### config.mk
export PLATFORM = sky130hd
export DESIGN_NAME = seg7_scan_decoder
export DESIGN_NICKNAME = d
export VERILOG_FILES = /design/src/rtl/seg7_scan_decoder.sv
export SDC_FILE = /design/constraint.sdc
export NUM_CORES = 1
export LEC_CHECK = 0
export CAP_MARGIN = 20
export CORE_MARGIN = 2
export CORE_UTILIZATION = 30
export DETAILED_ROUTE_END_ITERATION = 10
export PLACE_DENSITY = 0.57
export SLEW_MARGIN = 20
export SYNTH_ARGS = -nofsm -noshare
export SYNTH_HDL_FRONTEND = slang
export SYNTH_SLANG_ARGS = --single-unit
### constraint.sdc
create_clock -name clk -period 5 [get_ports clk]
set_input_delay 1 -clock clk [delete_from_list [all_inputs] [get_ports clk]]
set_output_delay 1 -clock clk [all_outputs]
set_load 0.02 [all_outputs]
### src/rtl/seg7_scan_decoder.sv
// Loop-back decoder for a scanned 7-segment bus: waits for each lit digit to settle,
// turns its glyph back into a nibble and publishes the whole value once every digit is seen.
module seg7_scan_decoder #(
    parameter int DIGITS        = 8,
    parameter int STABLE_CYCLES = 4
) (
    input  logic                  clk,
    input  logic                  rst_n,
    input  logic [6:0]            hex,
    input  logic [DIGITS-1:0]     AN,
    output logic [4*DIGITS-1:0]   value,
    output logic [DIGITS-1:0]     digit_err,
    output logic                  frame_valid,
    output logic                  an_err
);
    localparam int CW = 8;
    localparam int IW = (DIGITS > 1) ? $clog2(DIGITS) : 1;
    localparam logic [CW-1:0] STABLE = CW'(STABLE_CYCLES);

    logic [6:0]          hex_q, hex_d;
    logic [DIGITS-1:0]   an_q, an_d;
    logic [CW-1:0]       cnt_q, cnt_d;
    logic [DIGITS-1:0]   seen_q, seen_d;
    logic [DIGITS-1:0]   shadow_err_q, shadow_err_d;
    logic [4*DIGITS-1:0] shadow_q, shadow_d;
    logic [4*DIGITS-1:0] value_q, value_d;
    logic [DIGITS-1:0]   digit_err_q, digit_err_d;
    logic                frame_valid_q, frame_valid_d;
    logic                an_err_q, an_err_d;

    logic [DIGITS-1:0]   zeros_new, zeros_reg;
    logic                sel_valid, same, capture, publish, glyph_err;
    logic [IW-1:0]       sel_idx;
    logic [3:0]          glyph_nib;

    always_comb begin
        glyph_err = 1'b0;
        glyph_nib = 4'h0;
        case (hex)
            7'b1000000: glyph_nib = 4'h0;
            7'b1111001: glyph_nib = 4'h1;
            7'b0100100: glyph_nib = 4'h2;
            7'b0110000: glyph_nib = 4'h3;
            7'b0011001: glyph_nib = 4'h4;
            7'b0010010: glyph_nib = 4'h5;
            7'b0000010: glyph_nib = 4'h6;
            7'b1111000: glyph_nib = 4'h7;
            7'b0000000: glyph_nib = 4'h8;
            7'b0010000: glyph_nib = 4'h9;
            7'b0001000: glyph_nib = 4'hA;
            7'b0000011: glyph_nib = 4'hB;
            7'b1000110: glyph_nib = 4'hC;
            7'b0100001: glyph_nib = 4'hD;
            7'b0000110: glyph_nib = 4'hE;
            7'b0001110: glyph_nib = 4'hF;
            default:    glyph_err = 1'b1;
        endcase
    end

    // The counter tracks the pair entering in_r, so a pair registered at edge k
    // reaches STABLE on edge k+STABLE_CYCLES-1.
    always_comb begin
        hex_d     = hex;
        an_d      = AN;
        zeros_new = ~AN;
        zeros_reg = ~an_q;
        sel_valid = (zeros_new != '0) && ((zeros_new & (zeros_new - DIGITS'(1))) == '0);
        sel_idx   = '0;
        for (int i = 0; i < DIGITS; i++) begin
            if (zeros_new[i]) sel_idx = IW'(i);
        end
        same = (hex == hex_q) && (AN == an_q);

        if (sel_valid && same) cnt_d = (cnt_q == STABLE) ? cnt_q : cnt_q + CW'(1);
        else                   cnt_d = sel_valid ? CW'(1) : CW'(0);

        capture = sel_valid && (cnt_d == STABLE) && (cnt_q != STABLE);
        publish = &seen_q;

        an_err_d      = (zeros_reg & (zeros_reg - DIGITS'(1))) != '0;
        frame_valid_d = publish;
        value_d       = publish ? shadow_q : value_q;
        digit_err_d   = publish ? shadow_err_q : digit_err_q;

        // Publishing clears seen first so a coincident capture opens the next frame.
        seen_d       = publish ? '0 : seen_q;
        shadow_d     = shadow_q;
        shadow_err_d = shadow_err_q;
        if (capture) begin
            seen_d[sel_idx]         = 1'b1;
            shadow_err_d[sel_idx]   = glyph_err;
            shadow_d[4*sel_idx +: 4] = glyph_nib;
        end
    end

    always_ff @(posedge clk or negedge rst_n) begin
        if (!rst_n) begin
            hex_q         <= '1;
            an_q          <= '1;
            cnt_q         <= '0;
            seen_q        <= '0;
            shadow_q      <= '0;
            shadow_err_q  <= '0;
            value_q       <= '0;
            digit_err_q   <= '0;
            frame_valid_q <= 1'b0;
            an_err_q      <= 1'b0;
        end else begin
            hex_q         <= hex_d;
            an_q          <= an_d;
            cnt_q         <= cnt_d;
            seen_q        <= seen_d;
            shadow_q      <= shadow_d;
            shadow_err_q  <= shadow_err_d;
            value_q       <= value_d;
            digit_err_q   <= digit_err_d;
            frame_valid_q <= frame_valid_d;
            an_err_q      <= an_err_d;
        end
    end

    assign value       = value_q;
    assign digit_err   = digit_err_q;
    assign frame_valid = frame_valid_q;
    assign an_err      = an_err_q;
endmodule

# --- Word level (Yosys, flattened, before mapping) ---
# Index checks and enable logic that the tools add are counted.
totals:
  wordCells: 73
  ff_bits: 113
  in_bits: 17
op_classes:
  order_cmp: 2
  bitwise_logic: 5
  reduce_logical: 12
  addsub: 4
  shifts: 2
  eq_ne: 20
  mux: 18
op_table:
  columns: ["cell", "n"]
  rows:
  - ["$pmux W4 S15", 1]
  - ["$neg A5 Y34", 1]
  - ["$shift A4 B34 Y32 const A", 1]
  - ["$shiftx A4 B34 Y32", 1]
  - ["$bwmux W32", 1]
  - ["$mux W8", 4]
  - ["$eq A7 B7 Y1 const B", 4]
  - ["$eq A7 B5 Y1 const B", 3]
  - ["$eq A7 B6 Y1 const B", 3]
  - ["$mux W3", 6]
  - ["$and A8 B8 Y8", 2]
  - ["$eq A8 B3 Y1 const B", 2]
  - ["$not A8 Y8", 2]
  - ["$reduce_bool A8 Y1", 2]
  - ["$reduce_or A16 Y1", 1]
  - ["$sub A8 B1 Y8 const B", 2]
  - ["$eq A7 B2 Y1 const B", 2]
  - ["$eq A7 B4 Y1 const B", 2]
  - ["$add A8 B1 Y8 const B", 1]
  - ["$bwmux W8", 1]
  - ["$eq A8 B8 Y1", 1]
  - ["$logic_not A8 Y1", 1]
  - ["$ne A8 B3 Y1 const B", 1]
  - ["$or A8 B8 Y8", 1]
  - ["other kinds (9)", 17]

# --- Depth between registers and ports, before layout ---
logic_depth:
  depth_word: 14
  ltp_mapped: 12

# --- Least setup slack after synthesis ---
# OpenSTA, ideal clock, no wires.
synth_timing:
  path_kind: "input -> register"
  startpoint: "input port AN[4]"
  endpoint: "register shadow_q[10]"
  stages: 11
  setup_ps: 79
  path_slack_ps: 1202
  n_path_buf: 1
  arrival_ps: 3719
  cell_sequence: "clkbuf_1 clkinv_1 a21o_1 a21boi_0 nor2_1 ha_1 ha_1 nor3b_1 nand2_1 nor4_2 mux2i_1"
synth_via:
  elab_chain_cells: 10
  word_cells_on_any_way: 22
  cone_classes: "add/sub (2); eq/ne (2); shift (2); mux (7); bitwise (2); reduce/logical (7)"
synth_rtl:
  columns: ["item", "line_no", "source"]
  rows:
  - ["start: declaration", "10", "input logic [DIGITS-1:0] AN,"]
  - ["$not A8 Y8", "65", "zeros_new = ~AN;"]
  - ["$sub A8 B1 Y8", "67", "sel_valid = (zeros_new != '0) && ((zeros_new & (zeros_new - DIGITS'(1))) == '0);"]
  - ["$and A8 B8 Y8", "67", null]
  - ["$logic_not A8 Y1", "67", null]
  - ["$logic_and A1 B1 Y1", "67", null]
  - ["$mux W1 / $logic_and A1 B1 Y1 (equally long branches)", "75, 74", null]
  - ["$mux W8", "74", "if (sel_valid && same) cnt_d = (cnt_q == STABLE) ? cnt_q : cnt_q + CW'(1);"]
  - ["$eq A8 B3 Y1", "77", "capture = sel_valid && (cnt_d == STABLE) && (cnt_q != STABLE);"]
  - ["$logic_and A1 B1 Y1 (2 in series)", "77", null]
  - ["end signal: assignment", "113", "shadow_q <= shadow_d;"]
  - ["end: declaration", "25", "logic [4*DIGITS-1:0] shadow_q, shadow_d;"]
# Parallel ways exist; a longest one is shown, timed or not.
# A chain may end at the register's enable or synchronous reset.

# --- Worst setup path after layout ---
layout_timing:
  startpoint: "input port AN[4]"
  endpoint: "register shadow_q[9]"
# The elaborated chain is that of the path after synthesis.

==> metrics.txt <==
Layout area overhead 26.4%; fraction of layout cells with a size suffix above 1 0.120; synth top area cells dfrtp_1 46%, dfstp_2 7.3%, nand2_1 6.8%; Post-Route WL 12.1 mm; GR Layer Usage met3 0.0394; largest net degree at the start of global routing 81; gr usage total 0.137; status finished clean; post-synthesis sequential area ratio 0.530; Synth Instances 531; mux contribution to synthesized area 0.0710; CP required 5330 ps; DRT iter0 DRCs 340; number of enable flip-flop cells after synthesis 0; Ys Warns 0; main combinational cell family by area after synthesis simple AND/OR/NAND/NOR gates; Cell Int Power 0.00181 W; DP Wirelength 8.35 mm; Via Count 3998; clk_lat worst skew 410 ps; sw frac 0.212; Mean Syn Cell Area 10.1 um^2; fin. max-slew vios 0; Slew headroom 0.470; Max Cap Viol 0; Clock Tree Root clkbuf_16; fin crit share 0.788; Final min period 3940 ps; combinational power share 0.051; per-cell routed wire length 14.7 um; CP cell instances clkdlybuf4s50_1, clkinv_1, a21o_1, a21boi_0, nor2_1, ha_1, ha_1, nor3b_1, nand2_1, nor4_2, mux2i_1; Starting Density 0.308; Die Span X 138 um; grt ovf 0; post-synthesis cell type count 60; Compound-Gate Fraction of Synth Area 0.0846; CP max stage cell clkdlybuf4s50_1; Max Fclk 0.254 GHz; min-delay src shadow_q[16]; Post-synth top cells 98 x dfrtp_1, 98 x nand2_1, 32 x clkbuf_1; Core ar. 17400 um^2; Antenna diodes 0; std cell rows 48; CTS Hold Buffers Added 0; Async SR Flop Fraction 1.00; Final nets 603; TritonCTS Buffers 17; met1 Use GR 0.183; Synth Area in Adders 0.0130; height of the die 138 um; Flop pwr share 0.405; CTS max path bufs 2; CP Capture Type register; reg2reg end shadow_q[7]; synthesized area 5370 um^2; top cell family by delay on the critical path simple AND/OR/NAND/NOR gates; CP startpoint kind input pin; Resize count post-CTS 0; Worst Path Max Fanout 9; Worst-path clk slew 60 ps; post-route ant nets 0; maximum vdd drop 0.231 mV; worst slew pin tran 795 ps; first-pass GRT wire length 20.1 mm; CTS tree yes; crit path to shadow_q[9]; DR vias/cell 4.88; Die ar. 19000 um^2; worst setup path start AN[4]; P_leak 3.03 nW; CP Depth 11; r2r setup slk 1910 ps; Sum Neg Setup Slack 0 ps; final setup margin 1060 ps; XOR/XNOR share of the synthesized area 0.0391; worst hold-check path type reg2reg; CP dominant cell by count ha_1; Pre-Repair DR Iteration Count 4; CP max stage delay 690 ps; area leader, netlist dfrtp_1; Main synth FF type dfrtp_1; Synth Register Bits 113; met2 GRT Util 0.207; worst reg2reg path startpoint cnt_q[0]; clock tree sinks 113; clock group share of total power 0.543; dpl ws 679 ps; final setup vio count 0; pwr dens 339 nW/um^2; Simple-Gate Fraction of Synth Area 0.218; DRC viols 0; Setup Skew 10.8 ps; worst path bufs/invs 2; H-tree level count 4; GP Congestion 0.770; CP Class in2reg; r2r worst-path depth 8; PortBufs 58; global routing's busiest layer met2; # fillers 1687; critical path arrival 4270 ps; # IOs 59; top-area cell type share of the netlist area 0.457; Mapped Nets 552; postcts setup bufs 0; initial antenna violation count 0; RSZ-0062 raised after global routing false; Fin. Hold Viols 0; vias in the first global route 3889; sw power 0.000489 W
layer usage:
layer  vias up  part of all wire
met1      1934              0.47
met4         0             0.024
met5         -                 0
li1       1944                 -
met2       101              0.46
met3        19             0.046
logic make-up after synthesis:
| group | Yosys count |
|---|---|
| and+or+nand+nor | 219 |
| adders and majority gates | 6 |
| muxes | 36 |
| xor gates and xnor gates | 24 |
| buffers and inverters | 63 |
| AOI/OAI and AO/OA | 70 |
| DFF | 113 |
worst reg2reg max path: cells and delay by family, from the launching register on:
family          cells  cell delay [ps]
fa+ha+maj           1              170
mux                 1              360
compound gates      1              220
simple gates        4             1670
flops               1              410
buf+inv             1              130
sequential cells by signal (all words and copies together) (netlist names):
register and cells:
frame_valid 1, digit_err 8, hex_q 7, shadow_err_q 8
shadow_q 32, an_q 8, seen_q 8, an_err 1
value 32, cnt_q 8
area by class of cell:
cell class | instances | area [um^2] | area share
clock buffer | 22 | 494 | 0.0728
clock inverter | 9 | 129 | 0.0190
inverter | 29 | 109 | 0.0160
multi-input combinational | 355 | 2290 | 0.337
sequential | 113 | 2850 | 0.419
tap | 225 | 282 | 0.0415
timing repair buffer | 66 | 642 | 0.0945
cells in the final DEF, fill, tap and decap left out, types with 16 or more instances in the layout:
cell,Yosys,routed
inv_1,27,27
mux2_1,17,17
mux2i_1,19,19
nor2_1,23,23
nand3_1,16,16
clkbuf_16,0,17
nand2_1,98,98
clkdlybuf4s50_1,0,57
dfrtp_1,98,98
o21ai_0,30,30
power groups by stage:
stage / Combinational, W / Clock, W / Sequential, W
finish: 0.000117 / 0.00125 / 0.000933
global route: 0.000132 / 0.00132 / 0.000933
CTS: 0.000119 / 0.00127 / 0.000932
detailed placement: 0.000118 / 0 / 0.000948
global placement: 0.000115 / 0 / 0.000947
floorplan: 0.0000646 / 0 / 0.000947
worst min-delay path by stage:
stage	to	cells past startpoint	slack, ps
final	value[16]	2	470
after global routing	value[12]	2	490
after CTS	value[12]	2	470
after detailed placement	value[12]	2	460
after global placement	seen_q[1]	1	460
after floorplan	value[0]	2	430
through the flow:
stage	instances	total power [W]	instance area (um^2)	utilization	hold WS, ps
floorplan	531	0.00101	5370	-	432
global placement	788	0.00106	6160	0.354	459
detailed placement	788	0.00107	6160	0.354	459
CTS	819	0.00233	6790	0.390	473
global route	819	0.00238	6790	0.390	493
finish	819	0.00230	6790	0.390	470
No activity file was read; power rests on OpenSTA's default activity.
==> patch 1, RTL diff (same flow settings) <==
Take the reset off `value_q` and load it in a clocked block of its own.
--- a/src/rtl/seg7_scan_decoder.sv
+++ b/src/rtl/seg7_scan_decoder.sv
@@ -103,3 +103,2 @@
             shadow_err_q  <= '0;
-            value_q       <= '0;
             digit_err_q   <= '0;
@@ -114,3 +113,2 @@
             shadow_err_q  <= shadow_err_d;
-            value_q       <= value_d;
             digit_err_q   <= digit_err_d;
@@ -119,2 +117,6 @@
         end
+    end
+
+    always_ff @(posedge clk) begin
+        value_q <= value_d;
     end
Function: same outputs for any inputs over 10 cycles, from zero or initial values and one cycle with rst_n low; that may be too few to reach the edited logic, so the function may still have changed.
==> patch 1 against the original RTL <==
- synthesized cell count is 23% lower
- design area is 4.1% lower
- cell count fell by 15%
- area after synthesis decreased by 4.4%
- sequential cell count did not move
- total power fell by 1.2%
- setup slack better by 100 ps
- clock power down 3%
- non-clock buffer count fell by 4
- routed wire length decreased by 12%
- utilization up 0.16 points
- critical path type unchanged
- largest power group unchanged
==> patch 1: results (changes against the original RTL) <==
{
  "status": "finished, final reports clean",
  "synth-edff-count": {"value": 32, "change": "+32"},
  "design.final.nets": {"value": 488, "change": "-19%"},
  "sw_frac_of_total": {"value": 0.216, "change": "+0.00378"},
  "grt_max_degree": {"value": 82, "change": "+1.2%"},
  "synth-seq-area-share": {"value": 0.585, "change": "+0.0553"},
  "critPathArrivalTime": {"value": 4120, "unit": "ps", "change": "-150 ps"},
  "critPathCapture": "shadow_q[24]",
  "dp_worst_setup_slack": {"value": 763, "unit": "ps", "change": "+84.1 ps"},
  "post_synth_xor_area_fraction": {"value": 0.0375, "change": "-0.00163"},
  "met3_usage": {"value": 0.0402, "change": "+0.000798"},
  "routed_wire_length_per_instance": {"value": 15.2, "unit": "um", "change": "+3.0%"},
  "synthAdderAreaFrac": {"value": 0.0156, "change": "+0.00254"},
  "ys_async_sr_fraction": {"value": 0.717, "change": "-0.283"},
  "grt_first_pass_wirelength": {"value": 18100, "unit": "um", "change": "-9.7%"},
  "worstReg2RegStart": "hex_q[3]",
  "filler_cell_count": {"value": 1560, "change": "-7.5%"},
  "max_stage_delay": {"value": 650, "unit": "ps", "change": "-40 ps"},
  "worstHoldStart": "shadow_q[10]",
  "grt_pass1_vias": {"value": 3383, "change": "-13%"},
  "dp_hpwl": {"value": 7340, "unit": "um", "change": "-12%"},
  "yosys-top-cells-area": "sky130_fd_sc_hd__dfrtp_1 32%, sky130_fd_sc_hd__edfxtp_1 19%, sky130_fd_sc_hd__mux2_2 8.3%, sky130_fd_sc_hd__dfstp_2 7.7%, sky130_fd_sc_hd__xnor2_1 3.6%",
  "place_congestion": {"value": 0.788, "change": "+2.2%"},
  "maximum_vdd_drop": {"value": 0.230, "unit": "mV", "change": "-0.54%"},
  "reg2reg_to": "shadow_q[31]",
  "timing.hold.worst_path_depth": {"value": 0, "change": "-2"},
  "hold_end": "value[10]",
  "grt_util_all_layers": {"value": 0.129, "change": "-0.00828"},
  "via_count": {"value": 3327, "change": "-17%"},
  "yosys.cell_types.count": {"value": 57, "change": "-5.0%"},
  "synth_compound_gate_area_share": {"value": 0.0533, "change": "-0.0312"},
  "tightest_slew": {"value": 732, "unit": "ps", "change": "-62.9 ps"},
  "wl_met1": {"value": 4820, "unit": "um", "change": "-16%"},
  "critical_path.max_fanout": {"value": 11, "change": "+2"},
  "netlist_top_cells_count": "66 x sky130_fd_sc_hd__dfrtp_1, 40 x sky130_fd_sc_hd__nand2_1, 38 x sky130_fd_sc_hd__mux2_2",
  "timing.clock.skew": {"value": 9.28, "unit": "ps", "change": "-1.56 ps"},
  "drtIter0Drc": {"value": 173, "change": "-49%"},
  "fin_worst_hold_slack": {"value": 436, "unit": "ps", "change": "-34.0 ps"},
  "finalCritPeriodShare": {"value": 0.767, "change": "-0.0210"}
}
patch 1: cell types whose count changed after synthesis, sizes merged, moves of 18 or more:
cell | unedited run | this run
clkbuf | 32 | 10
dfrtp | 98 | 66
edfxtp | 0 | 32
inv | 28 | 5
mux2 | 17 | 40
mux2i | 19 | 1
nand2 | 98 | 41
o21ai | 30 | 7
patch 1: per-stage QoR:
stage	area, um2	instances	total power, mW
after CTS	6510	700	2.31
final	6520	700	2.27
after global placement	5910	668	1.08
after global routing	6520	700	2.36
after floorplan	5140	407	1.04
after detailed placement	5910	668	1.08
patch 1: final cells by class:
cell class / count / area [um2] / area share
Clock buffer: 19 / 433 / 0.0664
Tap cell: 220 / 275 / 0.0423
Multi-Input combinational cell: 267 / 2000 / 0.307
Inverter: 6 / 22.5 / 0.00346
Clock inverter: 13 / 164 / 0.0252
Sequential cell: 113 / 3010 / 0.461
Timing Repair Buffer: 62 / 612 / 0.0939
==> patch 2, RTL diff (same settings) <==
Without the edit above. The parameter `DIGITS` goes from 8 to 16.
--- a/src/rtl/seg7_scan_decoder.sv
+++ b/src/rtl/seg7_scan_decoder.sv
@@ -3,3 +3,3 @@
 module seg7_scan_decoder #(
-    parameter int DIGITS        = 8,
+    parameter int DIGITS        = 16,
     parameter int STABLE_CYCLES = 4
Ports: changed (resized AN, digit_err and value); port bits go from 59 to 107. The function was not compared with the original's and may differ.
==> patch 2 against the original RTL <==
- global-route usage is 0.56 points higher
- area after synthesis grew 74%
- total power increased by 58%
- sequential cell count up 96
- die area increased by 71%
- setup slack lost 290 ps
- synthesized cell count grew 72%
- design area grew 72%
- register-to-register slack got worse by 280 ps
- non-clock buffer count is 56 higher
- first-iteration DRC count up 4.1%
- routed wire length grew 92%
==> patch 2: results (changes against the original RTL) <==
{
  "status": "finished, final reports clean",
  "nNonClkInverters": {"value": 15, "change": "-48%"},
  "critPathArrivalTime": {"value": 4620, "unit": "ps", "change": "+350 ps"},
  "multi_input_comb_area": {"value": 3850, "unit": "um2", "change": "+68%"},
  "synthAdderAreaFrac": {"value": 0.0126, "change": "-0.000447"},
  "powerComb": {"value": 0.177, "unit": "mW", "change": "+51%"},
  "place_area": {"value": 10900, "unit": "um2", "change": "+76%"},
  "layout.clock_buffers": {"value": 32, "change": "+45%"},
  "grt_first_pass_wirelength": {"value": 38000, "unit": "um", "change": "+89%"},
  "drtIter0Drc": {"value": 354, "change": "+4.1%"},
  "dp_worst_setup_slack": {"value": 299, "unit": "ps", "change": "-380 ps"},
  "postSynthCellCount": {"value": 914, "change": "+72%"},
  "netlist_top_cells_count": "294 x sky130_fd_sc_hd__nand2_1, 186 x sky130_fd_sc_hd__dfrtp_1, 72 x sky130_fd_sc_hd__mux2_2",
  "grt_max_degree": {"value": 101, "change": "+25%"},
  "yosys.cell_types.count": {"value": 62, "change": "+3.3%"},
  "power-per-cell-area": {"value": 312, "unit": "nW/um2", "change": "-7.9%"},
  "filler_cell_count": {"value": 3031, "change": "+80%"},
  "layout.nonclk_buf_frac": {"value": 0.105, "change": "+0.0108"},
  "synth_compound_gate_area_share": {"value": 0.0414, "change": "-0.0431"},
  "timing.clock.skew": {"value": 18.3, "unit": "ps", "change": "+7.49 ps"},
  "design.final.nets": {"value": 1045, "change": "+73%"},
  "grt_pass1_vias": {"value": 6922, "change": "+78%"},
  "cts-buffers-inserted": {"value": 23, "change": "+6"},
  "max_stage_delay": {"value": 610, "unit": "ps", "change": "-80 ps"},
  "cts-htree-levels": {"value": 1, "change": "-3"},
  "place_congestion": {"value": 0.865, "change": "+12%"},
  "critical_path.max_fanout": {"value": 10, "change": "+1"},
  "power_report.internal_total": {"value": 2.83, "unit": "mW", "change": "+56%"},
  "design.seq.count": {"value": 209, "change": "+85%"},
  "area_growth_syn_to_layout_pct": 25.1,
  "clockNetworkAreaShare": {"value": 0.0673, "change": "-0.0245"},
  "vias_per_cell": {"value": 4.71, "change": "-3.6%"},
  "met3_wirelength": {"value": 1080, "unit": "um", "change": "+95%"},
  "non_clock_buffer_count": {"value": 122, "change": "+85%"},
  "p_seq": {"value": 1.72, "unit": "mW", "change": "+84%"},
  "wl": {"value": 23100, "unit": "um", "change": "+92%"},
  "grt.met2_usage": {"value": 0.236, "change": "+0.0287"}
}
==> patch 2: path summary, 6_finish.rpt <==
kind                       cells after the start  slack, ps    startpoint            to
setup / recovery                              13        770         AN[6]   shadow_q[3]
hold / removal                                 2        460  shadow_q[31]     value[31]
setup reg to reg                               8       1630      cnt_q[0]  shadow_q[39]
hold reg to reg                                2        460  shadow_q[31]     value[31]
max in group asynchronous                      2       3410         rst_n   frame_valid
min in group asynchronous                      1        500         rst_n      cnt_q[6]
==> patch 2: cell families after synthesis <==
| logic type | Yosys count |
|---|---|
| AO/OA/AOI/OAI | 55 |
| XOR/XNOR | 33 |
| adder cells (fa/ha/maj) | 10 |
| buffers and inverters | 63 |
| flip-flops | 209 |
| multiplexers | 81 |
| AND/OR/NAND/NOR | 463 |
